<file path="src/rtl/delta_decode.sv">
// Delta-modulation decoder: saturating integrator, clamp to 0..255, then a
// 2^AVG_LOG2-sample moving average with a one-cycle valid per full-window push.
module delta_decode #(
  parameter int STEP     = 20,
  parameter int AVG_LOG2 = 2
) (
  input  logic       CLK100MHZ,
  input  logic       reset_n,
  input  logic       start,
  input  logic       bit_in,
  input  logic       clear,
  output logic [7:0] data_out,
  output logic       valid,
  output logic       sat
);

  localparam int ACC_W = 10;
  localparam int N     = 1 << AVG_LOG2;
  localparam int SW    = 8 + AVG_LOG2;
  localparam int CW    = 4;

  typedef logic signed [ACC_W:0] wide_t;
  localparam wide_t ACC_MAX = 11'sd511;
  localparam wide_t ACC_MIN = -11'sd512;
  localparam wide_t STEP_S  = wide_t'(STEP);

  typedef enum logic [1:0] {IDLE, FILL, RUN} state_t;

  function automatic logic signed [ACC_W-1:0] sat_acc(input wide_t x);
    if (x > ACC_MAX) return ACC_MAX[ACC_W-1:0];
    if (x < ACC_MIN) return ACC_MIN[ACC_W-1:0];
    return x[ACC_W-1:0];
  endfunction

  function automatic logic overflows(input wide_t x);
    return (x > ACC_MAX) || (x < ACC_MIN);
  endfunction

  function automatic logic [7:0] clamp8(input logic signed [ACC_W-1:0] a);
    if (a < 0) return 8'h00;
    if (a > 10'sd255) return 8'hFF;
    return a[7:0];
  endfunction

  logic signed [ACC_W-1:0] acc_p0;
  logic                    vld_p0;
  logic [7:0]              win_p1 [N];
  logic [SW-1:0]           sum_p1;
  logic                    vld_p1;
  state_t                  state_q, state_nxt;
  logic [CW-1:0]           cnt_q, cnt_nxt;
  logic                    push, fill_run;
  wide_t                   acc_wide;
  logic [7:0]              samp;
  logic [SW-1:0]           sum_nxt;

  assign acc_wide = wide_t'(acc_p0) + (bit_in ? STEP_S : -STEP_S);
  assign push     = vld_p0 & ~clear;
  assign samp     = clamp8(acc_p0);
  assign sum_nxt  = sum_p1 + SW'(samp) - SW'(win_p1[N-1]);

  always_ff @(posedge CLK100MHZ or negedge reset_n) begin
    if (!reset_n) begin
      state_q <= IDLE;
      cnt_q   <= '0;
    end else begin
      state_q <= state_nxt;
      cnt_q   <= cnt_nxt;
    end
  end

  always_comb begin
    state_nxt = state_q;
    cnt_nxt   = cnt_q;
    if (clear) begin
      state_nxt = IDLE;
      cnt_nxt   = '0;
    end else if (push && state_q != RUN) begin
      cnt_nxt   = cnt_q + CW'(1);
      state_nxt = (cnt_nxt == CW'(N)) ? RUN : FILL;
    end
  end

  always_comb begin
    fill_run = push && (state_nxt == RUN);
  end

  // S1: integrate the accepted bit
  always_ff @(posedge CLK100MHZ or negedge reset_n) begin
    if (!reset_n) begin
      acc_p0 <= '0;
      vld_p0 <= 1'b0;
      sat    <= 1'b0;
    end else if (clear) begin
      acc_p0 <= '0;
      vld_p0 <= 1'b0;
      sat    <= 1'b0;
    end else begin
      vld_p0 <= start;
      if (start) begin
        acc_p0 <= sat_acc(acc_wide);
        if (overflows(acc_wide)) sat <= 1'b1;
      end
    end
  end

  // S2: push clamped sample into the averaging window
  always_ff @(posedge CLK100MHZ or negedge reset_n) begin
    if (!reset_n) begin
      for (int i = 0; i < N; i++) win_p1[i] <= '0;
      sum_p1 <= '0;
      vld_p1 <= 1'b0;
    end else if (clear) begin
      for (int i = 0; i < N; i++) win_p1[i] <= '0;
      sum_p1 <= '0;
      vld_p1 <= 1'b0;
    end else begin
      vld_p1 <= fill_run;
      if (push) begin
        for (int i = N - 1; i > 0; i--) win_p1[i] <= win_p1[i-1];
        win_p1[0] <= samp;
        sum_p1    <= sum_nxt;
      end
    end
  end

  // S3: publish the average; data_out holds between pulses and across clear
  always_ff @(posedge CLK100MHZ or negedge reset_n) begin
    if (!reset_n) begin
      data_out <= 8'h00;
      valid    <= 1'b0;
    end else begin
      valid <= vld_p1 & ~clear;
      if (vld_p1 && !clear) data_out <= 8'(sum_p1 >> AVG_LOG2);
    end
  end

endmodule

</file>
<file path="config.mk">
export PLATFORM = sky130hd
export DESIGN_NAME = delta_decode
export DESIGN_NICKNAME = d
export VERILOG_FILES = /design/src/rtl/delta_decode.sv
export SDC_FILE = /design/constraint.sdc
export NUM_CORES = 1
export LEC_CHECK = 0
export BUFFER_PORTS_ARGS = -buffer_cell sky130_fd_sc_hd__buf_2
export CORE_ASPECT_RATIO = 1.2
export CORE_MARGIN = 2
export CORE_UTILIZATION = 61
export DETAILED_ROUTE_END_ITERATION = 8
export MAX_ROUTING_LAYER = met4
export PLACE_DENSITY = 0.88
export SLEW_MARGIN = 5
export SYNTH_ARGS = -nofsm -noshare
export SYNTH_HDL_FRONTEND = slang
export SYNTH_SLANG_ARGS = --single-unit
</file>
<file path="constraint.sdc">
create_clock -name CLK100MHZ -period 6.7 [get_ports CLK100MHZ]
set_clock_uncertainty 0.2 [all_clocks]
set_input_delay 1.005 -clock CLK100MHZ [delete_from_list [all_inputs] [get_ports CLK100MHZ]]
set_output_delay 1.005 -clock CLK100MHZ [all_outputs]
set_load 0.01 [all_outputs]
</file>
# Word level (Yosys, flattened, before mapping)
# Index checks and enable logic that the tools add are counted.
# Widths: inputs -> output; s select.
[totals] latchBits=0 ramBits=0 register_bits=70 wordCells=72 mem_count=0 mem_bits_ro=0
[classes] reduce_logical=10 n_eq_ne=3 add_sub_neg=4 div=0 n_mux=35 n_mul=0 bitwise=3 order_cmp=4 n_shift=0
[op_table] operator="$mux 10" n=8
[op_table] operator="$mux 32" n=2
[op_table] operator="$mux 8" n=4
[op_table] operator="$mux 1" n=15
[op_table] operator="$add 10x11->11" n=1
[op_table] operator="$gt 11x10->1 const B" n=1
[op_table] operator="$lt 11x10->1 const B" n=1
[op_table] operator="$mux 11" n=1
[op_table] operator="$add 10x8->10" n=1
[op_table] operator="$gt 10x9->1 const B" n=1
[op_table] operator="$lt 10x1->1 const B" n=1
[op_table] operator="$sub 10x8->10" n=1
[op_table] operator="$mux 4" n=2
[op_table] operator="$reduce_bool 2->1" n=4
[op_table] operator="$mux 2" n=3
[op_table] operator="$add 4x1->4 const B" n=1
[op_table] operator="$eq 4x3->1 const B" n=1
[op_table] operator="$logic_and 1x1->1" n=3
[op_table] operator="$and 1x1->1" n=2
[op_table] operator="$eq 2x2->1 const B" n=1
[op_table] operator="$ne 2x2->1 const B" n=1
[op_table] operator="$reduce_and 2->1" n=1
[op_table] operator="$logic_not 1->1" n=1
[op_table] operator="$logic_or 1x1->1" n=1
[op_table] operator="$not 1->1" n=1

# Logic depth before layout (Yosys ltp)
# Gate-level depths: netlist of the first run.
[depth] depth_word=13 depth_mapped=13 depth_no_buf=12

# Worst setup path after synthesis of the first run
# OpenSTA, ideal clock, no wires.
[synth_path] kind="in2reg" startpoint="in bit_in" endpoint="reg acc_p0[4]" slack_ns=3.618 arrival_time_ns=2.727 cell_stages=8 setup_time_ns=0.154 path_buffers=0 cell_sequence="inv_1 ha_1 a21o_1 or4_1 mux2i_1 nor2_2 a22oi_4 a311oi_2"
[synth_between] elab_chain_len=11
[synth_lines] item="start, declared" line_no="10" rtl="input logic bit_in,"
[synth_lines] item="$mux 11 (*)" line_no="57" rtl="assign acc_wide = wide_t'(acc_p0) + (bit_in ? STEP_S : -STEP_S);"
[synth_lines] item="$add 10x11->11 (*)" line_no="57"
[synth_lines] item="$lt 11x10->1" line_no="31" rtl="if (x < ACC_MIN) return ACC_MIN[ACC_W-1:0];"
[synth_lines] item="$mux 1 (2 in series)" line_no="31"
[synth_lines] item="$mux 1" line_no="100" rtl="if (start) begin"
[synth_lines] item="$mux 1" line_no="94" rtl="end else if (clear) begin"
[synth_lines] item="$mux 10" line_no="32" rtl="return x[ACC_W-1:0];"
[synth_lines] item="$mux 10 (*)" line_no="31"
[synth_lines] item="$mux 10 (*)" line_no="100"
[synth_lines] item="$mux 10 (*)" line_no="94"
[synth_lines] item="end signal, assigned" line_no="101" rtl="acc_p0 <= sat_acc(acc_wide);"
[synth_lines] item="end, declared" line_no="45" rtl="logic signed [ACC_W-1:0] acc_p0;"
# Mark *: on every way between the ends. The rest lies on a longest branch, timed or not. The select of a mux whose other input is x is not followed.
# A chain may end at the register's enable or synchronous reset.

# Worst setup path in the final report of the first run
[layout_path] startpoint="reg acc_p0[9]" endpoint="reg sum_p1[9]"
[layout_between] elab_chain_len=9
[layout_lines] item="$gt 10x9->1" line_no="41" rtl="if (a > 10'sd255) return 8'hFF;"
[layout_lines] item="$mux 1 (2 in series)" line_no="41"
[layout_lines] item="$mux 8" line_no="42" rtl="return a[7:0];"
[layout_lines] item="$mux 8 (*)" line_no="41"
[layout_lines] item="$add 10x8->10 (*)" line_no="60" rtl="assign sum_nxt = sum_p1 + SW'(samp) - SW'(win_p1[N-1]);"
[layout_lines] item="$sub 10x8->10 (*)" line_no="60"
[layout_lines] item="$mux 10 (*)" line_no="119" rtl="if (push) begin"
[layout_lines] item="$mux 10 (*)" line_no="113" rtl="end else if (clear) begin"
[layout_lines] item="end signal, assigned" line_no="122" rtl="sum_p1 <= sum_nxt;"
[layout_lines] item="end, declared" line_no="48" rtl="logic [SW-1:0] sum_p1;"
# Marks and branches as above.

==> impl_metrics.py, run 1 <==
metrics = {
    "run_status": {
        "outcome": "complete, no violations",
    },
    "drt": {
        "wl_per_cell_um": 14.7,
        "drc": 0,
        "detailedRoute.firstPassIterationCount": 4,
        "routed-via-count": 2829,
        "initialDrtViolationCount": 195,
        "vias_per_cell": 5.74,
        "ant_nets": 0,
        "postRouteWirelength_um": 7230,
    },
    "worst_setup_path": {
        "timing.reg2reg.worst_path_depth": 10,
        "rrSetupSlack_ns": 3.38,
        "cp_data_required_time_ns": 6.71,
        "worstSetupStartpointType": "flip-flop",
        "setup.worst_path.start": "acc_p0[9]$_DFFE_PN0P_",
        "r2r-end": "sum_p1[9]$_DFFE_PN0P_",
        "end_kind": "flip-flop",
        "timing.critical_path.fanout_max": 9,
        "data_arrival_critical_path_ns": 3.33,
        "timing.rr.start": "acc_p0[9]$_DFFE_PN0P_",
        "startpoint_to_endpoint_class_of_the_critical_path": "flip-flop to flip-flop",
    },
    "sta": {
        "finalHoldViolations": 0,
        "finalSetupViolations": 0,
        "slew_viol_final": 0,
        "worst_slew_margin_rel": 0.478,
        "rsz0062_at_grt": "false",
        "layout_worst_path_cycle_share": 0.495,
        "final.min_clock_period_ns": 3.32,
        "max_clock_freq_mhz": 301,
        "setup-tns-final_ns": 0,
        "worstMarginPinSlew_ns": 0.783,
    },
    "final_layout": {
        "final_cell_mix": "dfrtp_1 (64), nor2_1 (61), inv_1 (39), mux2i_1 (28), nand2_1 (24)",
        "multi_input_comb_area_mm2": 0.00207,
        "layout.cells.most_common": "dfrtp_1",
        "layout.cell_area.non_filler_mm2": 0.00421,
        "antennaDiodeCount": 0,
        "fillers": 478,
        "fin_cells": 493,
        "area_delta_synth_final_pct": 7.72,
        "nets": 440,
        "utilization": 0.687,
        "final_layout_size_suffix_gt1_frac": 0.139,
        "seqCellArea_mm2": 0.00163,
    },
    "floorplanning": {
        "fp.dieW_um": 77.1,
        "chip_height_um": 91.7,
        "i_o_pin_total": 15,
        "row_count": 31,
        "floorplan.initialDensity": 0.638,
        "floorplan.core_area_mm2": 0.00613,
        "dieArea_mm2": 0.00706,
    },
    "grt": {
        "grt_first_pass_wirelength_um": 13000,
        "globalRouteTotalUtil": 0.239,
        "grt_start_max_net_pins": 66,
        "via_count_of_the_first_global_routing_pass": 2839,
        "grt_overflow_total": 0,
        "antenna_violations_before_repair": 0,
    },
    "clocking": {
        "cts_repair_resize_count": 0,
        "insertion_delay_ns": 0.34,
        "cts_made_buffers": 9,
        "cts-root-buf": "clkbuf_8",
        "cts-root-to-sink-buffers": 2,
        "clk_pin_slew_ns": 0.06,
        "cts-hold-fix-buffers": 0,
        "clkSinkCount": 65,
        "post-cts-setup-buffer-count": 0,
        "cts_tree": "yes",
        "htree_levels": 3,
    },
    "synth": {
        "compound_cell_area_share_of_the_yosys_netlist": 0.142,
        "synth-seq-cells": 65,
        "syn-cell-area_mm2": 0.00391,
        "synth-adder-area-share": 0.113,
        "number_of_enable_type_register_cells_in_the_synthesized_netlist": 0,
        "synth-simple-area-share": 0.147,
        "synth_sequential_area_ratio": 0.416,
        "netlist_instances": 395,
        "yosys.cell_types.count": 57,
        "synth_async_sr_flop_share": 1.00,
        "synthMuxAreaShare": 0.0977,
        "syn-num-nets": 429,
        "ys_warn_count": 0,
        "main_combinational_cell_family_by_area_after_synthesis": "simple AND/OR/NAND/NOR gates",
        "synth_flop_cell": "dfrtp_1",
        "avgSynthCellArea_um2": 9.89,
        "xor_xnor_share_of_the_synthesized_area": 0.0291,
    },
    "hold_path": {
        "worst_hold_path.endpoint": "data_out[3]$_DFFE_PN0P_",
        "hold_path.class": "flip-flop to flip-flop",
        "min_delay_path_depth": 2,
        "min-delay-start": "data_out[3]$_DFFE_PN0P_",
    },
    "pwr": {
        "power.density_mw_per_mm2": 325,
        "maximum_vdd_drop_uv": 143,
        "total_power_mw": 1.37,
        "static-leakage-power_nw": 1.98,
    },
    "placement": {
        "port_buffers": 14,
        "place_congestion": 0.877,
        "hpwl_detailed_um": 5130,
        "dp.cells": 477,
        "placed_area_mm2": 0.00404,
    },
    "job": {
        "drv.max_cap_violation_count": 0,
    },
}
cells by family (layout without fill, tap and decap cells):
group                      Yosys count  after routing
adders and majority gates           30             30
xor gates and xnor gates            13             13
DFF                                 65             65
buffers and inverters               56             72
and+or+nand+nor                    122            122
AOI/OAI and AO/OA                   72             72
muxes                               37             37
worst max path at each step:
stage | endpoint | slack, ns
finish | sum_p1[9]$_DFFE_PN0P_ | 3.38
detailed placement | acc_p0[4]$_DFFE_PN0P_ | 3.26
floorplan | acc_p0[4]$_DFFE_PN0P_ | 3.62
global placement | acc_p0[6]$_DFFE_PN0P_ | 3.35
global route | sum_p1[9]$_DFFE_PN0P_ | 3.18
CTS | sum_p1[9]$_DFFE_PN0P_ | 3.41
stage by stage:
stage                     worst slack, ns  hold WS (ns)
after global placement               3.35         0.255
final                                3.38         0.273
after floorplan                      3.62         0.286
after global routing                 3.18         0.299
after detailed placement             3.26         0.265
after CTS                            3.41         0.279
cells in the mapped netlist (all sizes together) (3+ instances only):
master / n / area, µm²
nor2: 63 / 241
o21ai: 18 / 90.1
fa: 9 / 180
or3: 5 / 31.3
dfrtp: 65 / 1630
nand2b: 4 / 25.0
mux2: 9 / 101
a211oi: 10 / 90.1
nor3: 3 / 15.0
nand2: 25 / 96.4
xor2: 5 / 43.8
clkbuf: 13 / 48.8
nand4: 4 / 25.0
a311oi: 5 / 62.6
o21a: 4 / 30.0
and2: 4 / 25.0
mux2i: 28 / 280
inv: 39 / 146
nand3: 3 / 15.0
xnor2: 8 / 70.1
nor2b: 3 / 18.8
a21oi: 10 / 53.8
buf: 4 / 18.8
o21bai: 8 / 60.1
ha: 20 / 250
power by group:
part           switching [mW]  total [mW]  internal [mW]
clock                   0.147       0.290          0.143
combinational           0.360       0.622          0.262
sequential             0.0286       0.455          0.426
total                   0.536        1.37          0.831
sequential cells by signal, indices dropped and copies added (netlist names):
| register | count |
|---|---|
| sat | 1 |
| data_out | 8 |
| state_q | 2 |
| vld_p1 | 1 |
| win_p1 | 28 |
| vld_p0 | 1 |
| sum_p1 | 10 |
| valid | 1 |
| acc_p0 | 9 |
| cnt_q | 4 |
worst max-delay path, stage by stage, from the launching register on:
cell      delay [ns]
dfrtp_1         0.47
o21bai_1        0.26
fa_1            0.55
inv_1           0.06
ha_1            0.28
a21oi_1         0.18
o211ai_1        0.18
o41ai_2         0.37
and4b_1         0.25
a211oi_1        0.05
mux2_1          0.34
routing by layer:
| metal | track usage | vias up | part of all wire |
|---|---|---|---|
| li1 | - | 1371 | - |
| met1 | 0.290 | 1390 | 0.43 |
| met2 | 0.391 | 56 | 0.51 |
| met3 | 0.0472 | 12 | 0.034 |
| met4 | 0.103 | 0 | 0.019 |
| met5 | - | - | 0 |
layout make-up:
cell class,instances,area share
clock buffers,11,0.0336
clock inverters,5,0.00743
inverters,39,0.0348
multi-input cells,274,0.491
flip-flops and latches,65,0.387
well taps,82,0.0244
repair buffers,17,0.0220
No activity file was read; power rests on OpenSTA's default activity.
==> run 2: changes to the inputs <==
clock period = 3.25 ns   (was 6.7 ns; I/O delays follow)
==> impl_metrics.py, run 2 (synthesis results as in run 1) <==
metrics = {
    "drt": {
        "ant_nets": 0,
        "postRouteWirelength_um": 8160,
        "vias_per_cell": 6.00,
        "initialDrtViolationCount": 274,
        "wl_per_cell_um": 16.4,
        "routed-via-count": 2988,
        "drc": 0,
        "detailedRoute.firstPassIterationCount": 5,
    },
    "sta": {
        "final_critical_path_setup_slack_ns": -0.0207,
        "layout_worst_path_cycle_share": 1.01,
        "worstMarginPinSlew_ns": 0.733,
        "holdWs_ns": -0.00277,
        "max_clock_freq_mhz": 306,
        "setup-tns-final_ns": -0.0207,
        "final.min_clock_period_ns": 3.27,
        "worst_slew_margin_rel": 0.511,
        "slew_viol_final": 0,
        "finalHoldViolations": 3,
        "finalSetupViolations": 1,
    },
    "worst_setup_path": {
        "timing.critical_path.fanout_max": 5,
        "end_kind": "flip-flop",
        "worstSetupStartpointType": "flip-flop",
        "startpoint_to_endpoint_class_of_the_critical_path": "flip-flop to flip-flop",
        "setup.worst_path.start": "acc_p0[9]$_DFFE_PN0P_",
        "cp_data_required_time_ns": 3.29,
        "data_arrival_critical_path_ns": 3.31,
        "timing.rr.start": "acc_p0[9]$_DFFE_PN0P_",
    },
    "final_layout": {
        "final_cell_mix": "dfrtp_1 (64), nor2_1 (61), inv_1 (38), mux2i_1 (28), nand2_1 (24)",
        "utilization": 0.711,
        "layout.cells.most_common": "dfrtp_1",
        "area_delta_synth_final_pct": 11.5,
        "flip_flop_count_of_the_largest_register_all_copies_and_words_added": 28,
        "fillers": 433,
        "layout_top_registers": "win_p1 (28), sum_p1 (10), acc_p0 (9)",
        "nets": 445,
        "antennaDiodeCount": 0,
        "largest_register": "win_p1",
        "final_layout_size_suffix_gt1_frac": 0.161,
        "layout.cell_area.non_filler_mm2": 0.00436,
    },
    "grt": {
        "grt_first_pass_wirelength_um": 13200,
        "via_count_of_the_first_global_routing_pass": 2878,
        "globalRouteTotalUtil": 0.244,
        "grt_start_max_net_pins": 34,
        "antenna_violations_before_repair": 0,
        "grt_overflow_total": 0,
    },
    "run_status": {
        "failing_checks": "hold timing, setup timing",
        "outcome": "complete, but fails checks",
    },
    "pwr": {
        "power_switching_mw": 1.20,
        "static-leakage-power_nw": 2.04,
        "pwr-share-comb": 0.465,
        "power_switching_share": 0.377,
        "power.sequential.fraction": 0.296,
        "maximum_vdd_drop_uv": 518,
        "clockPowerShare": 0.240,
        "power_report.internal_total_mw": 1.99,
        "power.density_mw_per_mm2": 733,
    },
    "placement": {
        "hpwl_detailed_um": 5600,
        "place_congestion": 0.887,
        "port_buffers": 14,
        "placed_area_mm2": 0.00407,
    },
    "floorplanning": {
        "floorplan.core_area_mm2": 0.00613,
        "i_o_pin_total": 15,
        "row_count": 31,
        "floorplan.initialDensity": 0.638,
        "fp.dieW_um": 77.1,
        "chip_height_um": 91.7,
        "dieArea_mm2": 0.00706,
    },
    "hold_path": {
        "hold_path.class": "input pin to asynchronous set/reset pin",
    },
    "clocking": {
        "clkSinkCount": 65,
        "cts-root-to-sink-buffers": 2,
        "cts_tree": "yes",
        "cts-root-buf": "clkbuf_8",
        "clk_pin_slew_ns": 0.07,
        "cts_made_buffers": 9,
        "htree_levels": 3,
        "insertion_delay_ns": 0.35,
    },
    "job": {
        "drv.max_cap_violation_count": 0,
    },
}
==> run 2: changes by cell type in the layout (fill, tap and decap cells not counted), sizes merged <==
cell and change:
bufinv +2, clkbuf +3, clkinv -4, buf +5, clkinvlp -1
==> run 2: final cells by class <==
class / instances / area [µm²] / share of cell area
Tap cell: 82 / 103 / 0.0235
Timing Repair Buffer: 22 / 143 / 0.0327
Clock buffer: 14 / 163 / 0.0373
Sequential cell: 65 / 1630 / 0.374
Multi-Input combinational cell: 274 / 2110 / 0.485
Clock inverter: 2 / 60.1 / 0.0138
Inverter: 39 / 146 / 0.0336
==> run 2: per-stage QoR <==
step	instances	hold WS (ns)	setup slack, ns	power (mW)
global placement	480	0.256	0.200	2.15
detailed placement	480	0.269	0.0515	2.24
finish	498	-0.00277	-0.0207	3.19
global route	498	0.0603	-0.175	3.35
CTS	496	0.0143	0.0327	3.02
floorplan	395	-0.00809	0.196	1.95
==> run 2: timing repair <==
item / CTS / global route
gates resized for setup: 0 / 8
buffers inserted: 0 / 2
endpoints found under the hold margin: 0 / 0
hold buffers: 0 / 0
endpoints found under the setup margin: 0 / 2
==> run 2: worst paths after layout <==
| path | to | slack (ns) | cells past startpoint |
|---|---|---|---|
| hold reg to reg | data_out[4]$_DFFE_PN0P_ | 0.28 | 2 |
| hold / removal | win_p1[9]$_DFFE_PN0P_ | -0.003 | 1 |
| setup reg to reg | sum_p1[9]$_DFFE_PN0P_ | -0.02 | 10 |
| max in group asynchronous | vld_p0$_DFF_PN0_ | 2.21 | 2 |
| min in group CLK100MHZ | data_out[4]$_DFFE_PN0P_ | 0.28 | 2 |
| setup / recovery | sum_p1[9]$_DFFE_PN0P_ | -0.02 | 10 |
==> run 2: metal layers <==
layer  GRT usage  routed length [µm]  up-vias
met3      0.0581                 394       18
met1       0.273                3210     1475
met2       0.428                4390      112
li1            -                   -     1383
met5           -                   0        -
met4      0.0863                 160        0
==> run 2: power by group through the flow <==
stage                     sequential (mW)  clock [mW]  combinational [mW]
after floorplan                     0.931           0                1.02
after global placement              0.947           0                1.20
after detailed placement            0.952           0                1.29
after CTS                           0.939       0.773                1.31
after global routing                0.951       0.805                1.60
final                               0.944       0.765                1.48
==> run 2: critical path, cell delays in order, from the launching register on <==
cell and delay, ns:
dfrtp_1 0.42, o21bai_4 0.20, fa_1 0.60, inv_2 0.06, ha_4 0.21, a21oi_2 0.18, o211ai_1 0.16, o41ai_2 0.40
and4b_1 0.30, a211oi_2 0.07, mux2_1 0.34
==> run 3: changes to the inputs <==
REMOVE_ABC_BUFFERS = 1   (was not set)
==> impl_metrics.py, run 3 (synthesis results as in run 1) <==
metrics = {
    "placement": {
        "hpwl_detailed_um": 5290,
        "dp_slack_ns": 0.0750,
        "port_buffers": 14,
        "place_congestion": 0.902,
    },
    "clocking": {
        "insertion_delay_ns": 0.35,
        "htree_levels": 3,
        "cts_made_buffers": 9,
        "cts-root-buf": "clkbuf_8",
        "clkSinkCount": 65,
        "clk_pin_slew_ns": 0.07,
        "cts-root-to-sink-buffers": 2,
        "cts_tree": "yes",
    },
    "hold_path": {
        "hold_path.class": "input pin to asynchronous set/reset pin",
    },
    "final_layout": {
        "area_delta_synth_final_pct": 11.5,
        "antennaDiodeCount": 0,
        "largest_register": "win_p1",
        "flip_flop_count_of_the_largest_register_all_copies_and_words_added": 28,
        "final_cell_mix": "dfrtp_1 (63), nor2_1 (61), inv_1 (39), mux2i_1 (28), nand2_1 (24)",
        "nets": 447,
        "layout.cells.most_common": "dfrtp_1",
        "final_layout_size_suffix_gt1_frac": 0.182,
        "layout_top_registers": "win_p1 (28), sum_p1 (10), acc_p0 (9)",
    },
    "worst_setup_path": {
        "worst_path_dominant_cell_family": "compound AO/OA/AOI/OAI gates",
        "timing.rr.start": "acc_p0[0]$_DFFE_PN0P_",
        "rrSetupSlack_ns": 0.08,
        "cpPeakStageDelay_ns": 0.45,
        "timing.critical_path.fanout_max": 5,
        "critical_path.cell_chain": "o21bai_4, fa_1, inv_1, ha_4, a21oi_2, o211ai_1, o41ai_2, nor2_1, a211oi_2, mux2_1",
        "startpoint_to_endpoint_class_of_the_critical_path": "flip-flop to flip-flop",
        "cp.buffers_inverters": 1,
        "cp_data_required_time_ns": 3.28,
        "end_kind": "flip-flop",
        "data_arrival_critical_path_ns": 3.20,
        "timing.reg2reg.worst_path_depth": 10,
        "r2r-end": "sum_p1[9]$_DFFE_PN0P_",
        "worstSetupStartpointType": "flip-flop",
        "critPathSlowestCell": "dfrtp_1",
    },
    "sta": {
        "max_clock_freq_mhz": 315,
        "finalHoldViolations": 0,
        "worst_slew_margin_rel": 0.479,
        "finalSetupViolations": 0,
        "layout_worst_path_cycle_share": 0.976,
        "final_critical_path_setup_slack_ns": 0.0785,
        "worstMarginPinSlew_ns": 0.781,
        "final.min_clock_period_ns": 3.17,
        "setup-tns-final_ns": 0,
        "slew_viol_final": 0,
    },
    "drt": {
        "ant_nets": 0,
        "drc": 0,
        "detailedRoute.firstPassIterationCount": 6,
        "wl_met3_um": 288,
        "routed-via-count": 2876,
        "wl_met1_um": 3210,
        "vias_per_cell": 5.75,
        "postRouteWirelength_um": 7730,
        "initialDrtViolationCount": 270,
        "met2_wire_length_um": 4040,
        "wl_per_cell_um": 15.5,
        "top_signal_layer_used": "met4",
    },
    "floorplanning": {
        "chip_height_um": 91.7,
        "i_o_pin_total": 15,
        "floorplan.core_area_mm2": 0.00613,
        "dieArea_mm2": 0.00706,
        "row_count": 31,
        "floorplan.initialDensity": 0.638,
        "fp.dieW_um": 77.1,
    },
    "pwr": {
        "static-leakage-power_nw": 2.03,
        "total_power_mw": 3.08,
        "power.sequential.fraction": 0.306,
        "pwr-share-comb": 0.474,
        "maximum_vdd_drop_uv": 321,
        "clockPowerShare": 0.220,
        "power_switching_mw": 1.18,
        "power.density_mw_per_mm2": 706,
        "power_switching_share": 0.383,
        "power_report.internal_total_mw": 1.90,
    },
    "grt": {
        "grt_overflow_total": 0,
        "antenna_violations_before_repair": 0,
        "globalRouteTotalUtil": 0.239,
        "grt_start_max_net_pins": 66,
        "via_count_of_the_first_global_routing_pass": 2921,
        "grt_first_pass_wirelength_um": 13000,
    },
    "run_status": {
        "outcome": "complete, no violations",
    },
    "job": {
        "drv.max_cap_violation_count": 0,
    },
}
## run 3: area by class of cell
type                            instances  area, µm²
Multi-Input combinational cell        274       2140
Clock inverter                          7       70.1
Tap cell                               82        103
Inverter                               39        146
Fill cell                             454       1770
Clock buffer                            9        124
Sequential cell                        65       1630
Timing Repair Buffer                   24        145
## run 3: stage by stage
stage               cell area, µm²   util  cells  hold WS (ns)
floorplan                     3840      -    378      -0.00809
global placement              4070  0.664    481         0.256
detailed placement            4070  0.664    481         0.266
CTS                           4260  0.696    497         0.136
global route                  4360  0.711    500         0.198
finish                        4360  0.711    500         0.105
## run 3: worst max-delay path by stage
stage                     depth (start not counted)  slack [ns]                   from               endpoint
after floorplan                                  10        0.20  acc_p0[9]$_DFFE_PN0P_  sum_p1[9]$_DFFE_PN0P_
after global placement                           10        0.22  acc_p0[9]$_DFFE_PN0P_  sum_p1[9]$_DFFE_PN0P_
after detailed placement                         10        0.07  acc_p0[9]$_DFFE_PN0P_  sum_p1[9]$_DFFE_PN0P_
after CTS                                        10       0.004  acc_p0[9]$_DFFE_PN0P_  sum_p1[9]$_DFFE_PN0P_
after global routing                             10       -0.02  acc_p0[8]$_DFFE_PN0P_  sum_p1[9]$_DFFE_PN0P_
final                                            10        0.08  acc_p0[0]$_DFFE_PN0P_  sum_p1[9]$_DFFE_PN0P_
## run 3: layer usage
layer | GRT usage | up-vias
met5 | - | -
met1 | 0.284 | 1400
li1 | - | 1387
met2 | 0.392 | 70
met4 | 0.116 | 0
met3 | 0.0482 | 19
## run 3: what timing repair did
item / in CTS / in global routing
pin swaps: 0 / 7
buffers inserted: 0 / 3
hold buffers: 0 / 0
setup endpoints to repair: 1 / 1
gates resized for setup: 1 / 11
gates cloned: 0 / 0
## run 3: worst register-to-register path, delay by kind of cell (launching register included)
kind            cells  cell delay, ns
compound gates      5            1.15
fa+ha+maj           2            0.65
flops               1            0.45
mux                 1            0.34
simple gates        1            0.13
buf+inv             1            0.11
## run 3: power groups by stage
| stage | clock network [mW] | logic, mW | registers [mW] |
|---|---|---|---|
| 2_1_floorplan | 0 | 0.992 | 0.942 |
| 3_5_place_dp | 0 | 1.29 | 0.948 |
| 6_report | 0.677 | 1.46 | 0.940 |
| 4_1_cts | 0.679 | 1.31 | 0.933 |
| 3_3_place_gp | 0 | 1.23 | 0.944 |
| 5_1_grt | 0.723 | 1.61 | 0.948 |
